`src/rtl/fitness_eval_ctrl.sv`:
```
// Serial fitness sequencer: holds one chromosome on the phenotype and sweeps every input vector.
// It counts the output bits that match the target truth table and reports the total as the fitness.
module fitness_eval_ctrl #(
    parameter int IN      = 4,
    parameter int OUT     = 2,
    parameter int CHROM_W = 64,
    localparam int TGT_W  = OUT * 2**IN,
    localparam int FIT_W  = $clog2(OUT * 2**IN + 1)
) (
    input  logic               clk,
    input  logic               rst,
    input  logic               start,
    input  logic [CHROM_W-1:0] chrom_in,
    input  logic [TGT_W-1:0]   target_in,
    output logic [CHROM_W-1:0] phen_chrom,
    output logic [IN-1:0]      phen_inp,
    input  logic [OUT-1:0]     phen_out,
    output logic               busy,
    output logic               done,
    output logic [FIT_W-1:0]   fitness,
    output logic               perfect
);

    localparam int N = 2**IN;
    localparam logic [IN-1:0]    LAST_IDX = IN'(N - 1);
    localparam logic [FIT_W-1:0] MAX_FIT  = FIT_W'(OUT * N);

    typedef enum logic [1:0] {IDLE, EVAL, DRAIN, DONE} state_t;

    state_t             state;
    logic [TGT_W-1:0]   tgt;
    logic [OUT-1:0]     cap_out;
    logic [IN-1:0]      cap_idx;
    logic               cap_valid;
    logic [FIT_W-1:0]   acc;

    logic [TGT_W-1:0]   tgt_shift;
    logic [OUT-1:0]     tgt_slice;
    logic [OUT-1:0]     match_bits;
    logic [FIT_W-1:0]   match_cnt;
    logic [FIT_W-1:0]   acc_next;

    // Scoring stage works on the vector captured one edge earlier.
    // Capturing first keeps the phenotype's settling path apart from the adder.
    always_comb begin
        tgt_shift  = tgt >> (int'(cap_idx) * OUT);
        tgt_slice  = tgt_shift[OUT-1:0];
        match_bits = ~(cap_out ^ tgt_slice);
        match_cnt  = '0;
        for (int i = 0; i < OUT; i++) begin
            match_cnt = match_cnt + FIT_W'(match_bits[i]);
        end
        acc_next = cap_valid ? acc + match_cnt : acc;
    end

    always_ff @(posedge clk) begin
        if (rst) begin
            state      <= IDLE;
            phen_chrom <= '0;
            phen_inp   <= '0;
            tgt        <= '0;
            cap_out    <= '0;
            cap_idx    <= '0;
            cap_valid  <= 1'b0;
            acc        <= '0;
            busy       <= 1'b0;
            done       <= 1'b0;
            fitness    <= '0;
            perfect    <= 1'b0;
        end else begin
            acc <= acc_next;
            case (state)
                IDLE, DONE: begin
                    done <= 1'b0;
                    if (start) begin
                        phen_chrom <= chrom_in;
                        tgt        <= target_in;
                        phen_inp   <= '0;
                        acc        <= '0;
                        cap_valid  <= 1'b0;
                        busy       <= 1'b1;
                        state      <= EVAL;
                    end else begin
                        state <= IDLE;
                    end
                end
                EVAL: begin
                    cap_out   <= phen_out;
                    cap_idx   <= phen_inp;
                    cap_valid <= 1'b1;
                    if (phen_inp == LAST_IDX) begin
                        state <= DRAIN;
                    end else begin
                        phen_inp <= phen_inp + IN'(1);
                    end
                end
                DRAIN: begin
                    fitness   <= acc_next;
                    perfect   <= (acc_next == MAX_FIT);
                    cap_valid <= 1'b0;
                    busy      <= 1'b0;
                    done      <= 1'b1;
                    state     <= DONE;
                end
                default: state <= IDLE;
            endcase
        end
    end

endmodule

```
`config.mk`:
```
export PLATFORM = sky130hd
export DESIGN_NAME = fitness_eval_ctrl
export DESIGN_NICKNAME = d
export VERILOG_FILES = /design/src/rtl/fitness_eval_ctrl.sv
export SDC_FILE = /design/constraint.sdc
export NUM_CORES = 1
export LEC_CHECK = 0
export ABC_AREA = 1
export CORE_MARGIN = 3
export CORE_UTILIZATION = 40
export CTS_CLUSTER_SIZE = 8
export DETAILED_ROUTE_END_ITERATION = 8
export PLACE_DENSITY = 0.76
export SYNTH_ARGS = -nofsm -noshare
export SYNTH_HDL_FRONTEND = slang
export SYNTH_SLANG_ARGS = --single-unit
export TNS_END_PERCENT = 30
```
`constraint.sdc`:
```
create_clock -name clk -period 2.2 [get_ports clk]
set_input_delay 0.44 -clock clk [delete_from_list [all_inputs] [get_ports clk]]
set_output_delay 0.44 -clock clk [all_outputs]
set_load 0.01 [all_outputs]
```
**Word-level counts from Yosys, hierarchy flattened**

Index checks and enable logic that the tools add are counted.

- Memories: 0
- Bits in writable memories: 0
- Latch bits: 0
- Word-level logic and storage cells: 47
- Register bits after elaboration: 124
- Output and inout port bits: 77
- ROM bits: 0

- $lt $le $gt $ge: 0
- Multipliers: 0
- Eq/ne operators: 8
- Shift operators: 1
- Divide/modulo/power cells: 0
- Bitwise gates (word level): 2
- Reduce and logical (&&, ||, !) cells: 7
- Add/sub/neg operators: 3
- Muxes and demuxes: 14

Operators by type and width:

| operator | count |
|---|---|
| $shr 32x5->2 | 1 |
| $mux 6 | 3 |
| $mux 4 | 2 |
| $pmux 4 s2 | 1 |
| $add 6x2->6 | 1 |
| $eq 6x6->1 const B | 1 |
| $ne 2x2->1 const B | 3 |
| $pmux 2 s3 | 1 |
| $add 4x1->4 const B | 1 |
| $eq 2x2->1 const B | 2 |
| $eq 4x4->1 const B | 1 |
| $pmux 1 s2 | 2 |
| $reduce_and 2->1 | 2 |
| $reduce_bool 2->1 | 2 |
| $mux 1 | 3 |
| $pmux 1 s3 | 1 |
| $reduce_and 3->1 | 1 |
| $add 1x1->2 | 1 |
| $eq 2x1->1 const B | 1 |
| $logic_not 2->1 | 1 |
| $mux 2 | 1 |
| $not 2->2 | 1 |
| $reduce_or 2->1 | 1 |
| $xor 2x2->2 | 1 |

**Depth between registers and ports, before layout**

- Depth in word-level cells: 8
- Mapped depth: 22
- Depth with buffers taken out: 20

**Least setup slack after synthesis**

OpenSTA, ideal clock, no wires.

- Kind: reg2reg
- From: reg cap_idx[0]
- To: reg perfect
- Setup time: 0.066 ns
- Required time: 2.134 ns
- Path buffers: 2
- Clock period less this slack: 2.361 ns
- Cell stages (with the launch flop): 21
- Slack: -0.161 ns
- Data arrival time: 2.295 ns
- Cells stage by stage: dfxtp_1 -> buf_2 -> buf_6 -> o21ai_0 -> nand2_1 -> nand3_1 -> nand3_1 -> nand3_1 -> nand2_1 -> fa_1 -> inv_1 -> ha_1 -> inv_1 -> nand2_1 -> nand2_1 -> nand2_1 -> nor2_1 -> nand2_1 -> nor2_1 -> nand2_1 -> a21oi_2

- Cells in the longest elaborated chain, start to end: 7

RTL lines:

| element | line | source |
|---|---|---|
| from (decl) | 33 | `logic [IN-1:0] cap_idx;` |
| from (signal assigned) | 89 | `cap_idx <= phen_inp;` |
| $shr 32x5->2 | 46 | `tgt_shift = tgt >> (int'(cap_idx) * OUT);` |
| $xor 2x2->2 | 48 | `match_bits = ~(cap_out ^ tgt_slice);` |
| $not 2->2 | 48 |  |
| $add 1x1->2 | 51 | `match_cnt = match_cnt + FIT_W'(match_bits[i]);` |
| $add 6x2->6 | 53 | `acc_next = cap_valid ? acc + match_cnt : acc;` |
| $mux 6 | 53 |  |
| $eq 6x6->1 | 99 | `perfect <= (acc_next == MAX_FIT);` |
| to (signal assigned) | 99 |  |
| to (decl) | 21 | `output logic perfect` |

Every way passes these cells.
A chain may end at the register's enable or synchronous reset.

**Final worst setup path**

Same ends and word-level chain as after synthesis.

==> summary.md <==
| Metric | Value |
|---|---|
| Fraction of the yosys area taken by sequential cells | between 50% and 60% |
| Die width | around 120 um |
| Part of the power in the clock network | 28.5% |
| Die area | around 13000 um^2 |
| Clock tree sinks | about 120 |
| Number of buffer cells added on primary ports | 177 |
| Failing checks | negative setup slack |
| Count of endpoints failing hold in the final timing report | 0 |
| Worst min-delay path startpoint | tgt[29]$_SDFFE_PP0P_ |
| Nature of the critical path endpoint | register |
| Hold path depth | 2 |
| Peak Freq | about 410 MHz |
| Util after Layout | 66.3% |
| DRC | 0 |
| Seq pwr share | around 33% |
| Setup Slack @ Placement | -0.238 ns |
| CTS root buffer | sky130_fd_sc_hd__clkbuf_16 |
| Synthesized area divided by synthesized cell count | roughly 7.4 um^2 |
| Warnings from Yosys | 0 |
| Fin area | a little under 8000 um^2 |
| Via density per instance | 4.84 |
| CP arrival | ~2.8 ns |
| Reg-to-reg slack, setup | -0.26 ns |
| Synthesized Nets | 760 |
| Site Rows | 39 |
| Via count of the first global-routing pass | about 4600 |
| Layout cell share with drive strength beyond 1 | 11.5% |
| Unrepaired setup endpoints after global routing | yes |
| Wire length of the first global-routing pass | between 20 and 25 mm |
| Relative slew slack | 67.3% |
| Reg-to-Reg End | perfect$_SDFFE_PP0P_ |
| Depth of the most critical reg-to-reg path | 20 |
| Synthesis-stage register bit count | approximately 120 |
| Routed WL per cell | 13.5 um |
| Antenna violations before repair | 0 |
| Power share of the combinational group | between 30% and 40% |
| Area growth syn-to-layout | 59.1% |
| TritonRoute pass-1 iters | 7 |
| Fin crit period | ~2.5 ns |
| Placed Instances | ~960 |
| Overall Power | approximately 10 mW |
| Result of the run | finished with violations |
| Fin nets | 946 |
| Half-perimeter wire length after placement | about 9.7 mm |
| Tot GR Track Use | 19.9% |
| Number of buffers created by CTS | 17 |
| Max clock buf depth | 2 |
| Count of flip-flops with a built-in enable after synthesis | 0 |
| Max-cap check violation count | 0 |
| Startpoint kind of the worst setup timing path | register |
| Routed Antenna Nets | 0 |
| Diode count | 0 |
| Vertical extent of the die | 116 um |
| Pleak | between 3 and 4 nW |
| Critical path start-end classification | register to register |
| Count of final max-slew check failures | 0 |
| Largest cells by area after synthesis | sky130_fd_sc_hd__dfxtp_1 51%, sky130_fd_sc_hd__nor2_1 14%, sky130_fd_sc_hd__o21ai_0 13% |
| Largest net degree at the start of global routing | 47 |
| Top-count cell post-synth | sky130_fd_sc_hd__nor2_1 |
| TritonCTS clock tree | built |
| Number of levels the H-tree was split into | 4 |
| Final setup violating endpoints | 9 |
| Core Box Area | roughly 12000 um^2 |
| Number of standard cells after synthesis | 653 |
| Placer Congestion | slightly above 0.9 |
| Placed cell areas | between 6000 and 7000 um^2 |
| Worst hold slack | about 0.46 ns |
| Overall overflow remaining after global route | 0 |
| Count of pins on the block boundary | around 180 |
| Maximum fanout encountered on the critical timing path | 6 |
| Design internal power | roughly 7 mW |
| Ratio of total power to cell area | ~1400 nW/um^2 |
| Most instantiated flip-flop cell in the synthesis netlist | sky130_fd_sc_hd__dfxtp_1 |
| Starting utilization of the core area | around two fifths |
| Post-route insts no fill | ~1000 |
| Worst-case hold path end point | tgt[29]$_SDFFE_PP0P_ |
| Setup TNS | -0.981 ns |
| Post-route fraction of the period consumed by the critical path | 112% |
| Clk_skew | between 0.006 and 0.007 ns |
| Net Sw Power | between 3 and 4 mW |
| Switching Fraction | between 30 and 40% |
| Clock-pin slew of the registers on the worst-case setup and hold paths | approximately 0.050 ns |
| Setup ws final | -0.256 ns |
| Drt initial violations | between 200 and 250 |
| Share of synthesized flip-flops with an asynchronous set or reset | 0% |
| Type of the most critical hold path | register to register |
| Total Routed Length | approximately 13 mm |
| Detailed-route via count | roughly 4800 |
| Worst-margin pin slew | approximately 0.49 ns |
| Netlist Area Pre-Place | 4840 um^2 |
| Highest ir drop seen on vdd | ~0.74 mV |
| R2R Path Start | cap_idx[0]$_SDFFE_PP0P_ |
| Worst EP required | 2.55 ns |
| Share of the synthesized area in the top cell type | 51.3% |
| Post-synth cell types | 21 |
| Post-synthesis cell type with the largest combined area | sky130_fd_sc_hd__dfxtp_1 |
| Commonest cells in the netlist | 182 x sky130_fd_sc_hd__nor2_1, 126 x sky130_fd_sc_hd__o21ai_0, 124 x sky130_fd_sc_hd__dfxtp_1, 64 x sky130_fd_sc_hd__nand2_1, 46 x sky130_fd_sc_hd__inv_1 |
| Clock latency on the worst-skew pair | around 0.41 ns |
==> how the worst max path moves through the flow <==
stage / depth (start not counted) / slack, ns / from / to
3_5_place_dp: 17 / -0.24 / cap_idx[0]$_SDFFE_PP0P_ / fitness[4]$_SDFFE_PP0P_
5_1_grt: 19 / -0.42 / cap_idx[0]$_SDFFE_PP0P_ / perfect$_SDFFE_PP0P_
6_report: 20 / -0.26 / cap_idx[0]$_SDFFE_PP0P_ / perfect$_SDFFE_PP0P_
2_1_floorplan: 20 / -0.07 / cap_idx[0]$_SDFFE_PP0P_ / perfect$_SDFFE_PP0P_
3_3_place_gp: 20 / -0.18 / cap_idx[0]$_SDFFE_PP0P_ / perfect$_SDFFE_PP0P_
4_1_cts: 21 / -0.19 / cap_idx[0]$_SDFFE_PP0P_ / perfect$_SDFFE_PP0P_
==> sequential cells by signal, indices dropped and copies added (netlist names) <==
| signal | flops |
|---|---|
| phen_chrom | 64 |
| tgt | 32 |
| acc | 6 |
| fitness | 6 |
| cap_idx | 4 |
| phen_inp | 4 |
| cap_out | 2 |
| state | 2 |
| busy | 1 |
| cap_valid | 1 |
| done | 1 |
| perfect | 1 |
==> metal layers <==
layer | global-route usage [%] | vias to the layer above | part of all wire (%)
li1 | - | 2466 | -
met1 | 22.5 | 2168 | 41
met2 | 33.2 | 168 | 48
met3 | 9.14 | 14 | 9.6
met4 | 6.81 | 0 | 1.4
met5 | 0 | - | 0
==> kinds of logic (layout without fill, tap and decap cells) <==
logic type / after synthesis / in the layout / share of synthesized area, %
AND/OR/NAND/NOR: 270 / 270 / 21.7
flip-flops: 124 / 124 / 51.3
XOR/XNOR: 1 / 1 / 0.181
buffers and inverters: 86 / 285 / 7.63
adder cells (fa/ha/maj): 6 / 6 / 1.71
AO/OA/AOI/OAI: 166 / 166 / 17.5
==> timing repair <==
item / in CTS / in global routing
pin swaps: 1 / 18
hold buffers: 0 / 0
cloned: 0 / 4
setup endpoints to repair: 9 / 13
gates resized for setup: 9 / 32
setup buffers: 0 / 1
==> cells in the final DEF, fill, tap and decap left out, types with 5 or more instances in the layout <==
master / n
sky130_fd_sc_hd__a21oi_1: 35
sky130_fd_sc_hd__buf_12: 6
sky130_fd_sc_hd__buf_4: 18
sky130_fd_sc_hd__clkbuf_16: 19
sky130_fd_sc_hd__clkdlybuf4s50_1: 177
sky130_fd_sc_hd__dfxtp_1: 122
sky130_fd_sc_hd__inv_1: 41
sky130_fd_sc_hd__nand2_1: 57
sky130_fd_sc_hd__nand2_2: 8
sky130_fd_sc_hd__nand3_1: 13
sky130_fd_sc_hd__nand3_2: 8
sky130_fd_sc_hd__nor2_1: 179
sky130_fd_sc_hd__o21ai_0: 110
sky130_fd_sc_hd__o21ai_1: 11
sky130_fd_sc_hd__o21ai_2: 5
==> critical path: stages, from the launching register on <==
cell	delay [ns]
sky130_fd_sc_hd__dfxtp_4	0.38
sky130_fd_sc_hd__buf_6	0.13
sky130_fd_sc_hd__nor2_2	0.09
sky130_fd_sc_hd__nor2_1	0.04
sky130_fd_sc_hd__o21ai_1	0.09
sky130_fd_sc_hd__nand3_2	0.10
sky130_fd_sc_hd__nand3_2	0.08
sky130_fd_sc_hd__nand2_1	0.06
sky130_fd_sc_hd__nand2_1	0.07
sky130_fd_sc_hd__nand2_2	0.06
sky130_fd_sc_hd__fa_2	0.35
sky130_fd_sc_hd__inv_2	0.09
sky130_fd_sc_hd__ha_4	0.14
sky130_fd_sc_hd__nand3_2	0.12
sky130_fd_sc_hd__nand2_2	0.12
sky130_fd_sc_hd__inv_1	0.05
sky130_fd_sc_hd__nor2_1	0.09
sky130_fd_sc_hd__nand2_1	0.06
sky130_fd_sc_hd__nor2_1	0.10
sky130_fd_sc_hd__nand2_1	0.07
sky130_fd_sc_hd__a21oi_2	0.12
==> power groups by stage <==
stage	clock, mW	combinational (mW)	sequential [mW]
3_3_place_gp	0	3.72	3.39
4_1_cts	3.03	3.85	3.39
3_5_place_dp	0	3.81	3.42
5_1_grt	3.16	4.55	3.50
2_1_floorplan	0	1.92	3.57
6_report	2.99	4.08	3.42
==> cell type report <==
class / instances / area [um^2]
fillers: 968 / 3920
flip-flops and latches: 124 / 2490
repair buffers: 206 / 2100
multi-input cells: 443 / 2100
clock buffers: 21 / 480
well taps: 143 / 179
inverters: 46 / 176
clock inverters: 11 / 164
repair inverters: 1 / 7.51
Note: power is estimated with default switching activity, not from simulation.
